===== config.mk =====
export PLATFORM = sky130hd
export DESIGN_NAME = regfile_wb_arbiter
export DESIGN_NICKNAME = d
export VERILOG_FILES = /design/src/rtl/regfile_wb_arbiter.sv
export SDC_FILE = /design/constraint.sdc
export NUM_CORES = 1
export LEC_CHECK = 0
export ABC_CLOCK_PERIOD_IN_PS = 4100
export CAP_MARGIN = 20
export CORE_MARGIN = 2
export CORE_UTILIZATION = 45
export DETAILED_ROUTE_END_ITERATION = 8
export PLACE_DENSITY = 0.79
export SYNTH_ARGS = -nofsm -noshare
export SYNTH_HDL_FRONTEND = slang
export SYNTH_SLANG_ARGS = --single-unit

===== constraint.sdc =====
create_clock -name clk -period 4.1 [get_ports clk]
set_clock_uncertainty 0.15 [all_clocks]
set_input_delay 0.82 -clock clk [delete_from_list [all_inputs] [get_ports clk]]
set_output_delay 0.82 -clock clk [all_outputs]
set_load 0.05 [all_outputs]

===== src/rtl/regfile_wb_arbiter.sv =====
// Write-back arbiter for the register file's single write port: fixed priority to
// req0 with starvation relief for req1, plus a pending-write scoreboard for decode.
module regfile_wb_arbiter #(
   parameter int STARVE_LIMIT = 3
) (
   input  logic        clk,
   input  logic        rst_n,
   input  logic        req0_valid,
   output logic        req0_ready,
   input  logic [4:0]  req0_rd,
   input  logic [31:0] req0_data,
   input  logic        req1_valid,
   output logic        req1_ready,
   input  logic [4:0]  req1_rd,
   input  logic [31:0] req1_data,
   input  logic        issue_valid,
   input  logic [4:0]  issue_rd,
   output logic        wr_en,
   output logic [4:0]  wr_addr,
   output logic [31:0] wr_data,
   output logic [31:0] pending
);

   localparam int CW = (STARVE_LIMIT < 1) ? 1 : $clog2(STARVE_LIMIT + 1);

   // Handshake: a transfer happens when valid & ready in the same cycle; a
   // requester holds valid, rd and data stable until it sees ready.
   logic [CW-1:0] starve_cnt_q, starve_cnt_d;
   logic          wr_en_q, wr_en_d;
   logic [4:0]    wr_addr_q, wr_addr_d;
   logic [31:0]   wr_data_q, wr_data_d;
   logic [31:0]   pending_q, pending_d;
   logic          force1;
   logic          xfer;
   logic [4:0]    win_rd;
   logic [31:0]   win_data;

   always_comb begin
      force1     = (starve_cnt_q == CW'(STARVE_LIMIT));
      req1_ready = req1_valid & (~req0_valid | force1);
      req0_ready = req0_valid & ~req1_ready;
      xfer       = req0_ready | req1_ready;
      win_rd     = req1_ready ? req1_rd : req0_rd;
      win_data   = req1_ready ? req1_data : req0_data;
   end

   always_comb begin
      starve_cnt_d = '0;
      if (req1_valid & ~req1_ready) begin
         starve_cnt_d = force1 ? starve_cnt_q : starve_cnt_q + CW'(1);
      end

      wr_en_d   = 1'b0;
      wr_addr_d = wr_addr_q;
      wr_data_d = wr_data_q;
      if (xfer) begin
         wr_en_d   = (win_rd != 5'd0);
         wr_addr_d = win_rd;
         wr_data_d = win_data;
      end

      // Set is applied after clear so a newer producer stays outstanding.
      pending_d = pending_q;
      if (xfer && win_rd != 5'd0) begin
         pending_d[win_rd] = 1'b0;
      end
      if (issue_valid && issue_rd != 5'd0) begin
         pending_d[issue_rd] = 1'b1;
      end
      pending_d[0] = 1'b0;
   end

   always_ff @(posedge clk or negedge rst_n) begin
      if (!rst_n) begin
         starve_cnt_q <= '0;
         wr_en_q      <= 1'b0;
         wr_addr_q    <= 5'd0;
         wr_data_q    <= 32'd0;
         pending_q    <= 32'd0;
      end else begin
         starve_cnt_q <= starve_cnt_d;
         wr_en_q      <= wr_en_d;
         wr_addr_q    <= wr_addr_d;
         wr_data_q    <= wr_data_d;
         pending_q    <= pending_d;
      end
   end

   assign wr_en   = wr_en_q;
   assign wr_addr = wr_addr_q;
   assign wr_data = wr_data_q;
   assign pending = pending_q;

endmodule


==> results of run 1 <==
-- critical path, stage by stage --
cell                              delay [ns]
sky130_fd_sc_hd__clkdlybuf4s50_1        0.80
sky130_fd_sc_hd__nand2_1                0.17
sky130_fd_sc_hd__inv_1                  0.25
sky130_fd_sc_hd__buf_12                 0.18
-- synth_stat cells, types with 3 or more instances --
library cell,number
sky130_fd_sc_hd__o221a_2,32
sky130_fd_sc_hd__nand2_1,45
sky130_fd_sc_hd__inv_1,29
sky130_fd_sc_hd__a22oi_1,10
sky130_fd_sc_hd__and3_1,3
sky130_fd_sc_hd__a211o_1,4
sky130_fd_sc_hd__clkbuf_1,9
sky130_fd_sc_hd__o221ai_1,10
sky130_fd_sc_hd__o22ai_1,11
sky130_fd_sc_hd__nor2_1,5
sky130_fd_sc_hd__nor3_1,3
sky130_fd_sc_hd__buf_2,7
sky130_fd_sc_hd__nor3b_1,7
sky130_fd_sc_hd__nand4_1,3
sky130_fd_sc_hd__nand3_1,14
sky130_fd_sc_hd__o21ai_0,6
sky130_fd_sc_hd__a22o_1,4
sky130_fd_sc_hd__o211ai_1,5
sky130_fd_sc_hd__nor2b_1,5
sky130_fd_sc_hd__buf_1,4
sky130_fd_sc_hd__a21oi_1,7
sky130_fd_sc_hd__dfrtp_1,71
sky130_fd_sc_hd__mux2i_1,33
sky130_fd_sc_hd__nand3b_1,4
sky130_fd_sc_hd__a221o_1,4
-- path summary, 6_finish.rpt --
kind                       slack (ns)                     endpoint  depth (start not counted)                         from
max in group asynchronous        2.41        pending[10]$_DFF_PN0_                          2                        rst_n
hold / removal                   0.30  starve_cnt_q[0]$_DFFE_PN0P_                          1  starve_cnt_q[0]$_DFFE_PN0P_
setup reg to reg                 1.43        pending[12]$_DFF_PN0_                          6  starve_cnt_q[0]$_DFFE_PN0P_
setup / recovery                 0.91                   req1_ready                          4                   req1_valid
hold reg to reg                  0.30  starve_cnt_q[0]$_DFFE_PN0P_                          1  starve_cnt_q[0]$_DFFE_PN0P_
min in group asynchronous        0.43      wr_data[29]$_DFFE_PN0P_                          1                        rst_n
-- cell usage in the layout, fill, tap and decap left out, types with 5 or more instances in the layout --
master and n:
sky130_fd_sc_hd__nand2_1 45, sky130_fd_sc_hd__clkdlybuf4s50_1 150, sky130_fd_sc_hd__a22oi_1 10, sky130_fd_sc_hd__dfrtp_1 71, sky130_fd_sc_hd__clkbuf_8 12, sky130_fd_sc_hd__buf_4 7, sky130_fd_sc_hd__o221a_2 32, sky130_fd_sc_hd__o22ai_1 11
sky130_fd_sc_hd__a21oi_1 7, sky130_fd_sc_hd__o211ai_1 5, sky130_fd_sc_hd__nor2_1 5, sky130_fd_sc_hd__nor3b_1 7, sky130_fd_sc_hd__nand3_1 14, sky130_fd_sc_hd__mux2i_1 33, sky130_fd_sc_hd__o221ai_1 10, sky130_fd_sc_hd__nor2b_1 5
sky130_fd_sc_hd__inv_1 29, sky130_fd_sc_hd__o21ai_0 6
-- where the power goes --
group	internal, mW	total (mW)	switching [mW]
Sequential	0.783	0.837	0.0540
Clock	0.394	0.664	0.271
Combinational	0.312	0.818	0.506
Total	1.49	2.32	0.831
-- routing by layer --
layer  up-vias  track usage, %  share of wire, %
li1       1707               -                 -
met1      1837           36.76                42
met2       196           41.90                48
met3        19           5.586               8.6
met4         0           10.80               1.6
met5         -               0                 0
-- registers in the layout, indices dropped and copies added, names as in the netlist --
| register | count |
|---|---|
| wr_en | 1 |
| starve_cnt_q | 2 |
| pending | 31 |
| wr_addr | 5 |
| wr_data | 32 |
-- layout make-up --
class | instances | area share, %
Tap cell | 105 | 2.306
Sequential cell | 71 | 31.19
Inverter | 30 | 1.977
Clock inverter | 4 | 1.340
Timing Repair Buffer | 160 | 27.81
Clock buffer | 12 | 2.899
Multi-Input combinational cell | 246 | 32.48
-- kinds of logic after synthesis --
| family | after synthesis | share of synthesized area, % |
|---|---|---|
| other cells | 1 | 0.09747 |
| flops | 71 | 46.18 |
| mux | 33 | 8.585 |
| fa+ha+maj | 1 | 0.3252 |
| simple gates | 102 | 13.69 |
| buf+inv | 53 | 5.788 |
| compound gates | 109 | 25.33 |
-- through the flow --
| stage | util [%] | cell area (um^2) | instances | hold WS, ns |
|---|---|---|---|---|
| detailed placement | 66.06 | 5455 | 612 | 0.2927 |
| floorplan | - | 3847 | 370 | 0.2650 |
| CTS | 68.98 | 5697 | 628 | 0.3033 |
| global placement | 66.06 | 5455 | 612 | 0.2845 |
| global route | 68.98 | 5697 | 628 | 0.3258 |
| finish | 68.98 | 5697 | 628 | 0.3000 |
==> run summary, run 1 <==
TIMING
--------------------------------------------------------------------------------------------------------
Final min period ..........................................................................     3.187 ns
Post-route clock period utilization .......................................................       77.74%
Rel. slew slack ...........................................................................       40.50%
Final-report max-slew violation count .....................................................            0
Achievable Freq ...........................................................................    313.8 MHz
Hold Fails Final Rpt ......................................................................            0
Sum Neg Setup Slack .......................................................................         0 ns
RSZ-0062 raised after global routing ......................................................           no
Post-layout worst setup margin ............................................................    0.9128 ns
Worst slew pin tran .......................................................................    0.8925 ns
Final Setup Violations ....................................................................            0

ROUTING
--------------------------------------------------------------------------------------------------------
Number of detailed-routing iterations run before antenna repair ...........................            5
Iter 0 DRT Violations .....................................................................          331
Number of routed nets with antenna violations .............................................            0
Routed wire length ........................................................................    12,290 um
DR DRC count ..............................................................................            0
Via count of the routed design ............................................................        3,759
Wire length per cell ......................................................................     19.57 um
Vias per inst .............................................................................        5.986

GLOBAL ROUTE
--------------------------------------------------------------------------------------------------------
Total routing usage reported by global routing ............................................       26.89%
Vias in the first global route ............................................................        3,726
First-pass GRT wire length ................................................................    19,130 um
Largest net degree at the start of global routing .........................................           42
Remaining global-route overflow ...........................................................            0
Initial antenna violation count ...........................................................            0

FLOORPLAN
--------------------------------------------------------------------------------------------------------
Die extent in y ...........................................................................     96.47 um
Core Box Area .............................................................................    8258 um^2
Total I/O pin count .......................................................................          156
Area of the die ...........................................................................    9306 um^2
Initial core utilization ..................................................................       46.59%
# rows ....................................................................................           33
Die span in x .............................................................................     96.47 um

RUN
--------------------------------------------------------------------------------------------------------
Number of maximum-capacitance constraint violations .......................................            0

CRITICAL PATH
--------------------------------------------------------------------------------------------------------
CP Max Fanout .............................................................................           16
Crit Path Class ...........................................................................    in -> out
Type of element launching the critical path ...............................................    input pin
Critical path capture point type ..........................................................   output pin
Data arrival at the endpoint of the critical path .........................................      2.22 ns
Req. time, crit path ......................................................................      3.13 ns

PLACEMENT
--------------------------------------------------------------------------------------------------------
Final GP Congestion .......................................................................       0.8890
Worst slack at placement ..................................................................    0.8247 ns
Port buffer count .........................................................................          154
HPWL reported at the end of detailed placement ............................................      8733 um

CLOCK TREE
--------------------------------------------------------------------------------------------------------
Count of instances resized after the clock tree is built ..................................            0
Root cell of the clock tree ............................................................... sky130_fd_sc_hd__clkbuf_8
Clock tree from TritonCTS .................................................................          yes
Post-cts hold buffer count ................................................................            0
Post-CTS clock slew at the launch and capture registers of the worst setup and hold paths .      0.07 ns
Setup Fix Bufs, Post-CTS ..................................................................            0
Total clock sinks .........................................................................           71
H-Tree Depth ..............................................................................            3
Worst-Skew Late Latency ...................................................................      0.34 ns
Num CTS Buffers ...........................................................................            9
Maximum buffer depth of the clock tree ....................................................            2

SYNTHESIS
--------------------------------------------------------------------------------------------------------
Average cell area after synthesis .........................................................   10.40 um^2
Synthesized netlist cell count ............................................................          370
Synthesis-stage register bit count ........................................................           71
Summed instance area of the synthesized netlist ...........................................    3847 um^2
Post-synthesis net count ..................................................................          455
Top cells by area in the synthesized netlist .............................................. sky130_fd_sc_hd__dfrtp_1, sky130_fd_sc_hd__o221a_2, sky130_fd_sc_hd__mux2i_1
Unique masters post-synth .................................................................           51
Ys async rst share ........................................................................       100.0%
Library cell with the largest summed area after synthesis ................................. sky130_fd_sc_hd__dfrtp_1
Number of flops mapped to enable cells by yosys ...........................................            0
Primary flip-flop cell chosen by synthesis mapping ........................................ sky130_fd_sc_hd__dfrtp_1
Portion of the post-synthesis area used by sequential elements ............................       46.18%
Area share of the leading cell type in the synthesized netlist ............................       46.18%
Yosys warning count .......................................................................            0

WORST HOLD PATH
--------------------------------------------------------------------------------------------------------
Hold WC Path Type .........................................................................   reg -> reg

LAYOUT
--------------------------------------------------------------------------------------------------------
Fraction of final layout cells sized beyond drive strength 1 ..............................       12.62%
Number of fill cells in the layout ........................................................          646
Register area .............................................................................    1777 um^2
Growth of design area from synthesis to finish ............................................       48.06%
Total Nets Final ..........................................................................          603
Multi-input logic area ....................................................................    1851 um^2
Antenna diode count .......................................................................            0

PWR
--------------------------------------------------------------------------------------------------------
Pwr/cell area ............................................................................. 407.1 nW/um^2
Standby leakage power .....................................................................     2.456 nW
Worst vdd rail ir drop ....................................................................    0.3554 mV
Total power of the final layout ...........................................................     2.319 mW

STATUS
--------------------------------------------------------------------------------------------------------
Outcome ................................................................................... complete, no violations

Note: power is estimated with default switching activity, not from simulation.
==> run 2: changes to the inputs <==
==> config.mk (replaced) <==
export PLATFORM = sky130hd
export DESIGN_NAME = regfile_wb_arbiter
export DESIGN_NICKNAME = d
export VERILOG_FILES = /design/src/rtl/regfile_wb_arbiter.sv
export SDC_FILE = /design/constraint.sdc
export NUM_CORES = 1
export LEC_CHECK = 0
export ABC_CLOCK_PERIOD_IN_PS = 3300
export CAP_MARGIN = 20
export CORE_MARGIN = 2
export CORE_UTILIZATION = 44
export DETAILED_ROUTE_END_ITERATION = 8
export PLACE_DENSITY = 0.77
export SYNTH_ARGS = -nofsm -noshare
export SYNTH_HDL_FRONTEND = slang
export SYNTH_SLANG_ARGS = --single-unit
==> constraint.sdc (replaced) <==
create_clock -name clk -period 3.3 [get_ports clk]
set_clock_uncertainty 0.15 [all_clocks]
set_input_delay 0.66 -clock clk [delete_from_list [all_inputs] [get_ports clk]]
set_output_delay 0.66 -clock clk [all_outputs]
set_load 0.05 [all_outputs]
==> run 2 against run 1 <==
  * Cell area fell by 0.40%
  * Worst setup slack worse by 0.33 ns
  * Sequential cell count unchanged
==> run summary, run 2 (same netlist as run 1, synthesis figures left out) <==
PWR
--------------------------------------------------------------------------------------------------------
Combinational cell fraction of total power ................................................        38.1%
Power share of the sequential group .......................................................        38.6%
Total power of the final layout ...........................................................     2.676 mW
Worst vdd rail ir drop ....................................................................    0.3076 mV
Internal power summed over all cells ......................................................     1.687 mW
Standby leakage power .....................................................................     2.457 nW
Clock Power Share .........................................................................        23.3%
Net switching fraction of the power .......................................................       36.97%
Switching power total .....................................................................    0.9894 mW
Pwr/cell area ............................................................................. 471.6 nW/um^2

LAYOUT
--------------------------------------------------------------------------------------------------------
Most common library cell in the layout ignoring fill and taps ............................. sky130_fd_sc_hd__clkdlybuf4s50_1
Area of all placed cells without fillers ..................................................    5674 um^2
Total Nets Final ..........................................................................          609
Number of flip-flops in the largest register ..............................................           32
Antenna diode count .......................................................................            0
Number of fill cells in the layout ........................................................          710
Growth of design area from synthesis to finish ............................................       47.48%
Fraction of final layout cells sized beyond drive strength 1 ..............................       13.12%
Commonest cells after routing, fill and taps aside ........................................ sky130_fd_sc_hd__clkdlybuf4s50_1, sky130_fd_sc_hd__dfrtp_1, sky130_fd_sc_hd__nand2_1

TIMING
--------------------------------------------------------------------------------------------------------
Final Setup Violations ....................................................................            0
Post-route clock period utilization .......................................................       82.37%
Achievable Freq ...........................................................................    367.9 MHz
Final min period ..........................................................................     2.718 ns
Final-report max-slew violation count .....................................................            0
Post-layout worst setup margin ............................................................    0.5819 ns
Rel. slew slack ...........................................................................       53.35%
Sum Neg Setup Slack .......................................................................         0 ns
RSZ-0062 raised after global routing ......................................................           no
Hold Fails Final Rpt ......................................................................            0
Worst hold slack after final layout .......................................................    0.2247 ns
Worst slew pin tran .......................................................................    0.6983 ns

CLOCK TREE
--------------------------------------------------------------------------------------------------------
Count of instances resized after the clock tree is built ..................................            0
Num CTS Buffers ...........................................................................            9
Root cell of the clock tree ............................................................... sky130_fd_sc_hd__clkbuf_8
H-Tree Depth ..............................................................................            3
Post-cts hold buffer count ................................................................            0
Setup Fix Bufs, Post-CTS ..................................................................            0
Clock tree from TritonCTS .................................................................          yes
Total clock sinks .........................................................................           71
Worst-Skew Late Latency ...................................................................      0.34 ns
Maximum buffer depth of the clock tree ....................................................            2
Post-CTS clock slew at the launch and capture registers of the worst setup and hold paths .      0.07 ns

CRITICAL PATH
--------------------------------------------------------------------------------------------------------
R2r endpoint .............................................................................. pending[21]$_DFF_PN0_
FF-to-FF setup slack ......................................................................      0.68 ns
Worst path max stage delay ................................................................      0.39 ns
Sum of buffers and inverters on the critical path .........................................            1
Type of element launching the critical path ...............................................         flop
Crit-path leading delay family ............................................................ simple AND/OR/NAND/NOR gates
Critical path capture point type ..........................................................   output pin
Worst r2r src ............................................................................. starve_cnt_q[0]$_DFFE_PN0P_
Depth of the worst register-to-register path ..............................................            5
Req. time, crit path ......................................................................      2.49 ns
Slowest cell on crit path ................................................................. sky130_fd_sc_hd__dfrtp_1
Crit Path Class ...........................................................................   reg -> out
Data arrival at the endpoint of the critical path .........................................      1.91 ns
CP Max Fanout .............................................................................           21
CP cell instances ......................................................................... ha_1 -> nand2b_2 -> nand2_1 -> and2_1 -> buf_4

FLOORPLAN
--------------------------------------------------------------------------------------------------------
Area of the die ...........................................................................    9508 um^2
Initial core utilization ..................................................................       44.77%
Die span in x .............................................................................     97.51 um
Total I/O pin count .......................................................................          156
Die extent in y ...........................................................................     97.51 um
# rows ....................................................................................           34
Core Box Area .............................................................................    8593 um^2

PLACEMENT
--------------------------------------------------------------------------------------------------------
Final GP Congestion .......................................................................       0.9094
Worst slack at placement ..................................................................    0.5585 ns
HPWL reported at the end of detailed placement ............................................      8467 um
Post-DP Area ..............................................................................    5504 um^2
Port buffer count .........................................................................          154

ROUTING
--------------------------------------------------------------------------------------------------------
Number of routed nets with antenna violations .............................................            0
Via count of the routed design ............................................................        3,735
Wire length per cell ......................................................................     18.84 um
Sum of met3 wire segment lengths after detailed routing ...................................       786 um
Routed wire length ........................................................................    11,950 um
Wire length on met1 .......................................................................      5402 um
Total length of routed met2 wires .........................................................      5476 um
DR DRC count ..............................................................................            0
Iter 0 DRT Violations .....................................................................          228
Vias per inst .............................................................................        5.891
Highest signal layer in the routed design .................................................         met4
Number of detailed-routing iterations run before antenna repair ...........................            5

GLOBAL ROUTE
--------------------------------------------------------------------------------------------------------
First-pass GRT wire length ................................................................    19,220 um
Remaining global-route overflow ...........................................................            0
Largest net degree at the start of global routing .........................................           37
Total routing usage reported by global routing ............................................       24.92%
Vias in the first global route ............................................................        3,761
Initial antenna violation count ...........................................................            0

WORST HOLD PATH
--------------------------------------------------------------------------------------------------------
Hold WC Path Type .........................................................................  in -> async

STATUS
--------------------------------------------------------------------------------------------------------
Outcome ................................................................................... complete, no violations

RUN
--------------------------------------------------------------------------------------------------------
Number of maximum-capacitance constraint violations .......................................            0

-- run 2: power groups by stage --
stage / clock, mW / sequential (mW) / combinational (mW)
4_1_cts: 0.632 / 1.03 / 1.02
6_report: 0.623 / 1.03 / 1.02
5_1_grt: 0.679 / 1.05 / 1.07
3_5_place_dp: 0 / 1.05 / 1.02
2_1_floorplan: 0 / 1.41 / 0.240
3_3_place_gp: 0 / 1.05 / 1.01
-- run 2: through the flow --
stage,util (%),std cells
detailed placement,64.05,621
global route,66.03,634
global placement,64.05,621
CTS,66.03,634
finish,66.03,634
floorplan,-,370
-- run 2: how the worst max path moves through the flow --
stage / from / to / cells after the start
floorplan: req0_valid / req0_ready / 6
global placement: req1_valid / pending[4]$_DFF_PN0_ / 6
detailed placement: req1_valid / pending[4]$_DFF_PN0_ / 6
CTS: starve_cnt_q[0]$_DFFE_PN0P_ / req0_ready / 5
global route: starve_cnt_q[0]$_DFFE_PN0P_ / req0_ready / 5
finish: starve_cnt_q[0]$_DFFE_PN0P_ / req0_ready / 5
-- run 2: metal layers --
layer	track usage [%]	vias up
met3	5.036	23
met1	35.00	1826
met2	37.56	170
li1	-	1716
met4	10.58	0
met5	0	-
-- run 2: worst register-to-register path: stages, from the launching register on --
cell and delay [ns]:
sky130_fd_sc_hd__dfrtp_1 0.39, sky130_fd_sc_hd__ha_1 0.24, sky130_fd_sc_hd__nor2b_1 0.56, sky130_fd_sc_hd__o21ai_0 0.34, sky130_fd_sc_hd__a21oi_1 0.60, sky130_fd_sc_hd__o221ai_1 0.19
-- run 2: layout make-up --
type | instances | area (um^2) | share of cell area [%]
multi-input cells | 246 | 1851 | 32.61
flip-flops and latches | 71 | 1777 | 31.31
repair buffers | 166 | 1629 | 28.71
clock buffers | 12 | 165.2 | 2.911
well taps | 108 | 135.1 | 2.381
inverters | 30 | 112.6 | 1.985
clock inverters | 1 | 5.005 | 0.08820
==> run 3: changes to the inputs <==
--- a/config.mk
+++ b/config.mk
@@ -5,7 +5,7 @@
 export SDC_FILE = /design/constraint.sdc
 export NUM_CORES = 1
 export LEC_CHECK = 0
-export ABC_CLOCK_PERIOD_IN_PS = 3300
+export ABC_CLOCK_PERIOD_IN_PS = 2700
 export CAP_MARGIN = 20
 export CORE_MARGIN = 2
 export CORE_UTILIZATION = 44
==> constraint.sdc (replaced) <==
create_clock -name clk -period 2.7 [get_ports clk]
set_clock_uncertainty 0.15 [all_clocks]
set_input_delay 0.54 -clock clk [delete_from_list [all_inputs] [get_ports clk]]
set_output_delay 0.54 -clock clk [all_outputs]
set_load 0.05 [all_outputs]
==> run 3 against run 2 <==
  * Final cell count is 0.95% higher
  * Via count rose by 0.27%
  * Count of clock-buffer cells in the layout fell by 1
  * Critical path depth is 1 higher
  * Sequential power up 22%
  * Global-route usage is 0.99 points higher
  * Utilization rose by 0.54 points
  * Sequential cell count is the same
  * Combinational power rose by 24%
  * Die area unchanged
  * Largest cell class unchanged
  * Highest routed layer unchanged
==> run summary, run 3 (same netlist as run 1, synthesis figures left out) <==
ROUTING
--------------------------------------------------------------------------------------------------------
Vias per inst .............................................................................        5.852
Iter 0 DRT Violations .....................................................................          297
Number of routed nets with antenna violations .............................................            0
Number of detailed-routing iterations run before antenna repair ...........................            5
Wire length per cell ......................................................................     19.14 um
Routed wire length ........................................................................    12,250 um
DR DRC count ..............................................................................            0
Via count of the routed design ............................................................        3,745

CRITICAL PATH
--------------------------------------------------------------------------------------------------------
CP Max Fanout .............................................................................           14
Crit Path Class ...........................................................................   reg -> out
Most numerous cell on the critical path ................................................... sky130_fd_sc_hd__buf_4
Worst path max stage delay ................................................................      0.39 ns
CP cell instances ......................................................................... ha_1 -> nand2b_4 -> buf_4 -> nand2_2 -> and2_1 -> buf_4
Data arrival at the endpoint of the critical path .........................................      1.89 ns
Critical path capture point type ..........................................................   output pin
Type of element launching the critical path ...............................................         flop
Req. time, crit path ......................................................................      2.01 ns
Slowest cell on crit path ................................................................. sky130_fd_sc_hd__dfrtp_1

CLOCK TREE
--------------------------------------------------------------------------------------------------------
Num CTS Buffers ...........................................................................            9
H-Tree Depth ..............................................................................            3
Setup Fix Bufs, Post-CTS ..................................................................            0
Count of instances resized after the clock tree is built ..................................            1
Root cell of the clock tree ............................................................... sky130_fd_sc_hd__clkbuf_8
Worst-Skew Late Latency ...................................................................      0.33 ns
Post-CTS clock slew at the launch and capture registers of the worst setup and hold paths .      0.07 ns
Post-cts hold buffer count ................................................................            0
Maximum buffer depth of the clock tree ....................................................            2
Clock tree from TritonCTS .................................................................          yes
Total clock sinks .........................................................................           71

TIMING
--------------------------------------------------------------------------------------------------------
Worst slew pin tran .......................................................................    0.7352 ns
Final Setup Violations ....................................................................            0
Sum Neg Setup Slack .......................................................................         0 ns
RSZ-0062 raised after global routing ......................................................           no
Rel. slew slack ...........................................................................       50.69%
Final-report max-slew violation count .....................................................            0
Post-route clock period utilization .......................................................       95.73%
Achievable Freq ...........................................................................    386.9 MHz
Hold Fails Final Rpt ......................................................................            0
Final min period ..........................................................................     2.585 ns

LAYOUT
--------------------------------------------------------------------------------------------------------
Growth of design area from synthesis to finish ............................................       48.68%
Antenna diode count .......................................................................            0
Area of all placed cells without fillers ..................................................    5720 um^2
Number of flip-flops in the largest register ..............................................           32
Multi-input logic area ....................................................................    1858 um^2
Number of fill cells in the layout ........................................................          684
Total Nets Final ..........................................................................          615
Finished Core Util ........................................................................       66.57%
Final cell count without fillers ..........................................................          640
Most common library cell in the layout ignoring fill and taps ............................. sky130_fd_sc_hd__clkdlybuf4s50_1
Commonest cells after routing, fill and taps aside ........................................ sky130_fd_sc_hd__clkdlybuf4s50_1, sky130_fd_sc_hd__dfrtp_1, sky130_fd_sc_hd__nand2_1
Fraction of final layout cells sized beyond drive strength 1 ..............................       14.10%
Register area .............................................................................    1777 um^2

PWR
--------------------------------------------------------------------------------------------------------
Worst vdd rail ir drop ....................................................................    0.4553 mV
Pwr/cell area ............................................................................. 564.4 nW/um^2
Standby leakage power .....................................................................     2.482 nW

STATUS
--------------------------------------------------------------------------------------------------------
Outcome ................................................................................... complete, no violations

FLOORPLAN
--------------------------------------------------------------------------------------------------------
Core Box Area .............................................................................    8593 um^2
# rows ....................................................................................           34
Die span in x .............................................................................     97.51 um
Die extent in y ...........................................................................     97.51 um
Area of the die ...........................................................................    9508 um^2
Initial core utilization ..................................................................       44.77%
Total I/O pin count .......................................................................          156

PLACEMENT
--------------------------------------------------------------------------------------------------------
Port buffer count .........................................................................          154
HPWL reported at the end of detailed placement ............................................      8876 um
Final GP Congestion .......................................................................       0.9148
Number of cells in the design after placement .............................................          627
Post-DP Area ..............................................................................    5562 um^2

GLOBAL ROUTE
--------------------------------------------------------------------------------------------------------
Remaining global-route overflow ...........................................................            0
Total routing usage reported by global routing ............................................       25.91%
Initial antenna violation count ...........................................................            0
First-pass GRT wire length ................................................................    19,870 um
Vias in the first global route ............................................................        3,966
Largest net degree at the start of global routing .........................................           49

WORST HOLD PATH
--------------------------------------------------------------------------------------------------------
Hold WC Path Type .........................................................................  in -> async

RUN
--------------------------------------------------------------------------------------------------------
Number of maximum-capacitance constraint violations .......................................            0

==> run 3: critical path: cells and delay by family, from the launching register on <==
family	cells	cell delay, ns
fa+ha+maj	1	0.25
simple gates	3	0.52
flops	1	0.39
buf+inv	2	0.40
==> run 3: final timing paths <==
check / cells after the start / end / slack (ns) / from
worst max register to register: 5 / pending[13]$_DFF_PN0_ / 0.30 / starve_cnt_q[0]$_DFFE_PN0P_
worst min register to register: 1 / starve_cnt_q[0]$_DFFE_PN0P_ / 0.31 / starve_cnt_q[0]$_DFFE_PN0P_
worst min-delay path: 1 / pending[11]$_DFF_PN0_ / 0.04 / rst_n
max in group asynchronous: 2 / pending[29]$_DFF_PN0_ / 1.70 / rst_n
min in group clk: 1 / starve_cnt_q[0]$_DFFE_PN0P_ / 0.31 / starve_cnt_q[0]$_DFFE_PN0P_
worst max-delay path: 6 / req0_ready / 0.12 / starve_cnt_q[0]$_DFFE_PN0P_
==> run 3: layer usage <==
layer / vias up / GRT usage, % / wire length [um]
met5: - / 0 / 0
li1: 1732 / - / -
met3: 23 / 5.324 / 910
met4: 0 / 10.58 / 259
met2: 185 / 41.49 / 5904
met1: 1805 / 34.42 / 5176
==> run 3: layout make-up <==
| class | instances | share of cell area, % |
|---|---|---|
| Clock buffer | 11 | 2.472 |
| Clock inverter | 2 | 0.1750 |
| Inverter | 30 | 1.969 |
| Multi-Input combinational cell | 246 | 32.48 |
| Sequential cell | 71 | 31.06 |
| Tap cell | 108 | 2.362 |
| Timing Repair Buffer | 172 | 29.48 |
==> run 3: metrics by stage <==
stage	setup WS [ns]	hold slack, ns	power [mW]
3_5_place_dp	0.06541	0.2880	2.535
2_1_floorplan	0.1755	0.09441	2.014
4_1_cts	0.03574	0.04513	3.249
6_report	0.1153	0.04206	3.229
5_1_grt	0.02603	0.07638	3.369
3_3_place_gp	0.08722	0.2767	2.518
==> run 3: report_power, final <==
group	total (mW)	internal, mW	switching [mW]
registers	1.26	1.19	0.0705
logic	1.26	0.487	0.773
clock network	0.708	0.341	0.368
total	3.23	2.02	1.21
